**config.mk**
```make
export PLATFORM = sky130hd
export DESIGN_NAME = alu_seq
export DESIGN_NICKNAME = d
export VERILOG_FILES = /design/src/rtl/alu_seq.sv
export SDC_FILE = /design/constraint.sdc
export NUM_CORES = 1
export LEC_CHECK = 0
export ABC_CLOCK_PERIOD_IN_PS = 9080
export CAP_MARGIN = 20
export CORE_AREA = 3 3 148 150
export CTS_CLUSTER_DIAMETER = 120
export DETAILED_ROUTE_END_ITERATION = 16
export DIE_AREA = 0 0 151 153
export GPL_TIMING_DRIVEN = 1
export PLACE_DENSITY = 0.74
export SYNTH_ARGS = -nofsm -noshare
export SYNTH_HDL_FRONTEND = slang
export SYNTH_SLANG_ARGS = --single-unit
```
**constraint.sdc**
```tcl
create_clock -name clk -period 9.08 [get_ports clk]
set_input_delay 1.816 -clock clk [delete_from_list [all_inputs] [get_ports clk]]
set_output_delay 1.816 -clock clk [all_outputs]
set_load 0.01 [all_outputs]
```
**src/rtl/alu_seq.sv**
```systemverilog
// Sequential ALU: one shared DW-bit adder serves ADD/SUB/SLT and an iterative
// shift-add multiplier, behind a start/ready/done handshake with registered results.
module alu_seq #(
   parameter int unsigned DW = 32
) (
   input  logic          clk,
   input  logic          rst,
   input  logic          start,
   input  logic [DW-1:0] A,
   input  logic [DW-1:0] B,
   input  logic [2:0]    alu_control,
   output logic          ready,
   output logic          done,
   output logic [DW-1:0] y,
   output logic          zero,
   output logic          carry
);

   localparam int unsigned CW = (DW > 2) ? $clog2(DW) : 1;

   localparam logic [2:0] OP_ADD = 3'b000;
   localparam logic [2:0] OP_SUB = 3'b001;
   localparam logic [2:0] OP_AND = 3'b010;
   localparam logic [2:0] OP_OR  = 3'b011;
   localparam logic [2:0] OP_XOR = 3'b100;
   localparam logic [2:0] OP_SLT = 3'b101;
   localparam logic [2:0] OP_MUL = 3'b110;

   typedef enum logic {S_IDLE, S_MUL} state_t;

   state_t          state;
   logic [DW-1:0]   mcand;
   logic [DW-1:0]   mplier;
   logic [DW-1:0]   acc;
   logic [CW-1:0]   cnt;

   logic [DW-1:0]   add_a;
   logic [DW-1:0]   add_b;
   logic            add_cin;
   logic [DW:0]     sum;
   logic            slt;
   logic [DW-1:0]   res;
   logic            res_carry;
   logic [DW-1:0]   acc_next;

   // Shared adder: multiplier accumulate while busy, otherwise the ALU operands
   // (B inverted with carry-in for SUB and SLT).
   always_comb begin
      add_a   = A;
      add_b   = B;
      add_cin = 1'b0;
      if (state == S_MUL) begin
         add_a = acc;
         add_b = mcand;
      end else if (alu_control == OP_SUB || alu_control == OP_SLT) begin
         add_b   = ~B;
         add_cin = 1'b1;
      end
      sum = {1'b0, add_a} + {1'b0, add_b} + (DW+1)'(add_cin);
   end

   // Signed less-than: sign of the difference corrected by signed overflow.
   assign slt      = sum[DW-1] ^ ((A[DW-1] ^ B[DW-1]) & (sum[DW-1] ^ A[DW-1]));
   assign acc_next = mplier[0] ? sum[DW-1:0] : acc;

   // Single-cycle result selection.
   always_comb begin
      res       = '0;
      res_carry = 1'b0;
      case (alu_control)
         OP_ADD, OP_SUB: begin
            res       = sum[DW-1:0];
            res_carry = sum[DW];
         end
         OP_AND:  res = A & B;
         OP_OR:   res = A | B;
         OP_XOR:  res = A ^ B;
         OP_SLT:  res[0] = slt;
         default: res = '0;
      endcase
   end

   // Control state, multiplier datapath and registered outputs.
   always_ff @(posedge clk) begin
      if (rst) begin
         state  <= S_IDLE;
         ready  <= 1'b1;
         done   <= 1'b0;
         y      <= '0;
         zero   <= 1'b1;
         carry  <= 1'b0;
         mcand  <= '0;
         mplier <= '0;
         acc    <= '0;
         cnt    <= '0;
      end else begin
         done <= 1'b0;
         case (state)
            S_IDLE: begin
               if (start) begin
                  if (alu_control == OP_MUL) begin
                     mcand  <= A;
                     mplier <= B;
                     acc    <= '0;
                     cnt    <= '0;
                     ready  <= 1'b0;
                     state  <= S_MUL;
                  end else begin
                     y     <= res;
                     zero  <= (res == '0);
                     carry <= res_carry;
                     done  <= 1'b1;
                  end
               end
            end
            S_MUL: begin
               acc    <= acc_next;
               mcand  <= mcand << 1;
               mplier <= mplier >> 1;
               cnt    <= cnt + CW'(1);
               if (cnt == CW'(DW-1)) begin
                  y     <= acc_next;
                  zero  <= (acc_next == '0);
                  carry <= 1'b0;
                  done  <= 1'b1;
                  ready <= 1'b1;
                  state <= S_IDLE;
               end
            end
            default: state <= S_IDLE;
         endcase
      end
   end

endmodule

```
# Word-level counts from Yosys, hierarchy flattened
# Index checks and enable logic that the tools add are counted.
[op_classes] add_sub_neg=3 eq_ne=11 n_mux=45 bitwise=9 n_reduce_logical=8
[ops] cell="$mux W32" count=13
[ops] cell="$pmux W32 S2" count=4
[ops] cell="$pmux W31 S4" count=1
[ops] cell="$logic_not A32 Y1" count=2
[ops] cell="$add A32 B32 Y33" count=1
[ops] cell="$add A33 B1 Y33" count=1
[ops] cell="$and A32 B32 Y32" count=1
[ops] cell="$not A32 Y32" count=1
[ops] cell="$or A32 B32 Y32" count=1
[ops] cell="$xor A32 B32 Y32" count=1
[ops] cell="$mux W1" count=18
[ops] cell="$mux W5" count=2
[ops] cell="$pmux W1 S2" count=5
[ops] cell="$pmux W5 S2" count=1
[ops] cell="$eq A3 B3 Y1 const B" count=3
[ops] cell="$eq A3 B2 Y1 const B" count=2
[ops] cell="$ne A2 B2 Y1 const B" count=3
[ops] cell="$reduce_and A3 Y1" count=2
[ops] cell="$add A5 B1 Y5 const B" count=1
[ops] cell="$eq A5 B5 Y1 const B" count=1
[ops] cell="$pmux W1 S5" count=1
[ops] cell="$eq A3 B1 Y1 const B" count=1
[ops] cell="$logic_not A3 Y1" count=1
[ops] cell="$xor A1 B1 Y1" count=3
[ops] cell="6 further kinds" count=6
[totals] ff_bits=138 in_bits=70 out_inout_bits=36 elab_cells=86

# Logic depth before layout (Yosys ltp)
[logic_depth] word_depth=14 depth_mapped=20 mapped_depth_nobuf=18

# Worst setup path before layout
# Ideal clock, no wire load.
[synth_path] path_kind="input to register" startpoint="in alu_control[0]" endpoint="reg zero" setup_ns=0.073 t_arrival_ns=6.663 setup_slack_ns=2.344 stages=19 n_path_buf=2 cell_sequence="clkbuf_1 -> inv_1 -> nor2_1 -> buf_1 -> xnor2_1 -> o21ai_0 -> fa_1 -> inv_1 -> fa_1 -> and2b_1 -> o2111ai_2 -> a2111oi_2 -> a211oi_2 -> xnor2_1 -> mux2_4 -> or3_1 -> or4b_1 -> or4b_1 -> o211ai_2"
[synth_via] elab_chain_cells=14 elab_cells_between_ends=29 cone_classes="2 x add/sub; 7 x eq/ne; 11 x mux; 3 x bitwise; 6 x reduce/logical"
[synth_lines] item="from (decl)" line_no="11" source="input logic [2:0] alu_control,"
[synth_lines] item="$eq A3 B1 Y1 or $eq A3 B3 Y1 (tied branches)" line_no="55, 70"
[synth_lines] item="$logic_or A1 B1 Y1" line_no="55" source="end else if (alu_control == OP_SUB || alu_control == OP_SLT) begin"
[synth_lines] item="$mux W32" line_no="55"
[synth_lines] item="$mux W32" line_no="52" source="if (state == S_MUL) begin"
[synth_lines] item="$add A32 B32 Y33" line_no="59" source="sum = {1'b0, add_a} + {1'b0, add_b} + (DW+1)'(add_cin);"
[synth_lines] item="$add A33 B1 Y33" line_no="59"
[synth_lines] item="$xor A1 B1 Y1" line_no="63" source="assign slt = sum[DW-1] ^ ((A[DW-1] ^ B[DW-1]) & (sum[DW-1] ^ A[DW-1]));"
[synth_lines] item="$and A1 B1 Y1" line_no="63"
[synth_lines] item="$xor A1 B1 Y1" line_no="63"
[synth_lines] item="$pmux W1 S5" line_no="70" source="case (alu_control)"
[synth_lines] item="$logic_not A32 Y1" line_no="110" source="zero <= (res == '0);"
[synth_lines] item="$mux W1" line_no="101" source="if (alu_control == OP_MUL) begin"
[synth_lines] item="$mux W1" line_no="100" source="if (start) begin"
[synth_lines] item="$pmux W1 S2" line_no="98" source="case (state)"
[synth_lines] item="to (signal assigned)" line_no="110"
[synth_lines] item="to (signal assigned)" line_no="123" source="zero <= (acc_next == '0);"
[synth_lines] item="to (decl)" line_no="15" source="output logic zero,"
# Several ways; a longest one is shown, not always the timed one. The select of a mux whose other input is x is not followed.
# A chain may end at the register's enable or synchronous reset.

# Worst setup path after layout
[layout_path] startpoint="in alu_control[1]" endpoint="reg zero"
# The elaborated chain is that of the path after synthesis.

==> impl_metrics.sql <==
INSERT INTO impl_metrics (metric_group, metric, value, unit) VALUES
('die', 'core_area', '20820', 'sq um'),
('power_and_ir_drop', 'switchingPower', '0.6661', 'mW'),
('finish', 'fillerInstances', '1918', ''),
('finish', 'area_growth', '17.48', '%'),
('global_route', 'pin_count_of_the_biggest_net_entering_global_routing', '103', ''),
('sta', 'count_of_final_max_slew_check_failures', '0', ''),
('worst_hold_path', 'hold_class', 'flop to flop', ''),
('power_and_ir_drop', 'intPower', '1.320', 'mW'),
('place', 'dpl_worst_slack', '1.783', 'ns'),
('sta', 'report.final.hold_viol_count', '0', ''),
('synthesis', 'synth_warnings', '0', ''),
('die', 'area_of_the_die', '23100', 'sq um'),
('clocking', 'clk_transition_reported_paths', '0.06', 'ns'),
('detailed_routing', 'drt_pre_antenna_iters', '7', ''),
('power_and_ir_drop', 'cellLeakagePower', '4.719', 'nW'),
('setup_path', 'ff2ff_path_depth', '15', ''),
('die', 'top_level_ports', '106', ''),
('setup_path', 'cp_data_required_time', '9.45', 'ns'),
('place', 'dpl.hpwl', '22.71', 'mm'),
('power_and_ir_drop', 'power-per-cell-area', '164.4', 'nW/um^2'),
('setup_path', 'slowest_delay', '0.66', 'ns'),
('finish', 'summed_area_of_non_filler_cells_in_the_final_layout', '12080', 'sq um'),
('detailed_routing', 'route.antenna.remaining_nets', '0', ''),
('detailed_routing', 'wirelength', '32.32', 'mm'),
('finish', 'layout_nets', '1565', ''),
('global_route', 'grt_pass1_wl', '51.89', 'mm'),
('synthesis', 'postSynthAreaPerCell', '7.554', 'sq um'),
('synthesis', 'post_synth_inst_count', '1361', ''),
('detailed_routing', 'avgRoutedWirePerCell', '19.19', 'um'),
('die', 'die_y', '153', 'um'),
('sta', 'timing.setup.tns', '0', 'ns'),
('synthesis', 'yosys.area.top_type', 'dfxtp_1', ''),
('sta', 'setup_viol', '0', ''),
('sta', 'fmax', '144.7', 'MHz'),
('synthesis', 'synthDistinctLibCells', '69', ''),
('setup_path', 'critical_path.n_buffers_inverters', '2', ''),
('setup_path', 'critical_path.reg2reg.startpoint', 'state$_SDFF_PP0_', ''),
('detailed_routing', 'drt_drc_violations_left', '0', ''),
('clocking', 'number_of_clock_sinks', '138', ''),
('setup_path', 'cp-end-kind', 'flop', ''),
('global_route', 'first_global_vias', '9790', ''),
('clocking', 'clock_insertion_delay_worst_skew', '0.44', 'ns'),
('power_and_ir_drop', 'switching_share', '33.54', '%'),
('die', 'placementRows', '53', ''),
('die', 'horizontal_die_dimension', '151', 'um'),
('global_route', 'global_route.overflow_total', '0', ''),
('synthesis', 'synth_ff_type', 'dfxtp_1', ''),
('power_and_ir_drop', 'fin_total_pwr', '1.986', 'mW'),
('synthesis', 'synth_top_area_share', '26.87', '%'),
('worst_hold_path', 'worst_hold_startpoint', 'carry$_SDFFE_PP0P_', ''),
('place', 'placement.cell_area', '11440', 'sq um'),
('power_and_ir_drop', 'power.share.combinational', '28.7', '%'),
('synthesis', 'synth-async-reset-ratio', '0', '%'),
('sta', 'rsz0062_at_grt', 'no', ''),
('clocking', 'cts_buffers', '17', ''),
('synthesis', 'post_synth_instance_area', '10280', 'sq um'),
('detailed_routing', 'num_vias', '10290', ''),
('synthesis', 'ys_ff_latch', '138', ''),
('status', 'run_status', 'finished clean', ''),
('sta', 'worst_slew_pin_slew', '0.9284', 'ns'),
('setup_path', 'rr_endpoint', 'zero$_SDFFE_PP1P_', ''),
('flow_run', 'max_cap_viol_count', '0', ''),
('clocking', 'cts_tree', 'yes', ''),
('sta', 'fin_crit_sh', '76.09', '%'),
('finish', 'n_antenna_cell', '0', ''),
('setup_path', 'worst_ep_arrival_time', '7.28', 'ns'),
('finish', 'final_layout_size_suffix_gt1_share', '6.600', '%'),
('setup_path', 'setup.worst_path.start_class', 'input port', ''),
('clocking', 'cts.htree.levels', '4', ''),
('die', 'initial_utilization', '49.38', '%'),
('clocking', 'clk_path_buf_depth', '2', '');
-- layout make-up --
class	instances	area (sq um)	share of cell area (%)
sequential	138	2768	22.92
tap	275	344.1	2.849
inverter	79	296.5	2.455
multi-input combinational	1041	6877	56.94
clock inverter	15	214.0	1.771
clock buffer	17	425.4	3.522
timing repair buffer	119	1154	9.551
-- worst max-delay path by stage --
stage                     cells after the start  slack (ns)                 to           start
after detailed placement                     17        1.78  zero$_SDFFE_PP1P_  alu_control[1]
after CTS                                    17        2.23  zero$_SDFFE_PP1P_  alu_control[1]
after global routing                         17        1.81  zero$_SDFFE_PP1P_  alu_control[1]
final                                        17        2.17  zero$_SDFFE_PP1P_  alu_control[1]
after global placement                       17        1.94  zero$_SDFFE_PP1P_  alu_control[1]
after floorplan                              19        2.34  zero$_SDFFE_PP1P_  alu_control[0]
-- cells in the mapped netlist (9+ instances only) --
library cell    n
a21o_1         11
a21oi_1       118
a222oi_1       59
a22oi_1        39
a31oi_1         9
and3_1         11
buf_1          15
clkbuf_1       88
dfxtp_1       138
ha_1           97
inv_1          79
mux2_2         18
mux2i_1        14
nand2_1       185
nand4_1        12
nor2_1        133
nor3_1         10
o211ai_1        9
o21ai_0       109
o22ai_1        23
xnor2_1        55
-- state kept, by name, indices dropped and copies added, names as in the netlist --
| name | flops |
|---|---|
| done | 1 |
| zero | 1 |
| state | 1 |
| y | 32 |
| mcand | 32 |
| ready | 1 |
| mplier | 32 |
| acc | 32 |
| carry | 1 |
| cnt | 5 |
-- power groups by stage --
stage               logic (mW)  registers, mW  clock network [mW]
floorplan                0.374          0.653                   0
global placement         0.555          0.652                   0
global route             0.628          0.642               0.809
finish                   0.570          0.639               0.776
CTS                      0.563          0.639               0.783
detailed placement       0.559          0.653                   0
-- cells by family after synthesis --
logic type	count (synthesis)	share of synthesized area, %
buf+inv	182	6.645
xor+xnor	63	5.367
flops	138	26.87
compound gates	442	28.49
fa+ha+maj	99	12.19
mux	33	3.480
simple gates	404	16.95
-- routing by layer --
metal,routed length (um),vias to the layer above,track usage [%]
li1,-,4983,-
met1,13740,4857,36.58
met2,15370,388,45.70
met3,2193,62,5.396
met4,1011,0,9.413
met5,0,-,0
-- metrics by stage --
step                hold WS, ns  cells  utilization (%)
floorplan                0.4425   1361                -
global placement         0.4383   1652            54.93
detailed placement       0.4428   1652            54.93
CTS                      0.4521   1684            58.00
global route             0.4689   1684            58.00
finish                   0.4509   1684            58.00
-- worst register-to-register path: stages, from the launching register on --
cell and delay [ns]:
dfxtp_4 0.80, buf_4 0.84, nand2_1 0.15, o21ai_0 0.16, inv_1 0.10, fa_1 0.44, and2b_1 0.24, o2111ai_2 0.16
a2111oi_2 0.43, a211oi_2 0.10, xnor2_1 0.17, mux2_4 0.28, or3_1 0.38, or4b_1 0.56, or4b_1 0.50, o211ai_2 0.17
-- cells in the final DEF, fill, tap and decap left out, types with 5 or more instances in the layout --
cell,Yosys,layout
nor3_1,10,10
xnor2_1,55,55
a222oi_1,59,59
o22ai_1,23,23
nand2b_1,7,7
clkdlybuf4s50_1,0,104
nor2_1,133,131
or2_2,5,5
a31oi_1,9,8
o211ai_1,9,9
buf_4,0,15
clkbuf_16,0,17
nand4_1,12,12
xor2_1,8,8
a21oi_1,118,118
a211oi_1,8,8
inv_1,79,79
nor2b_1,8,6
mux2i_1,14,14
dfxtp_1,138,136
o21a_1,5,5
a22oi_1,39,38
mux2_2,18,18
o31ai_1,5,5
and3_1,11,10
ha_1,97,97
a21o_1,11,11
o22a_1,6,6
o21ai_0,109,109
nand3_1,8,8
nand2_1,185,185
(Power assumes the default switching activity.)
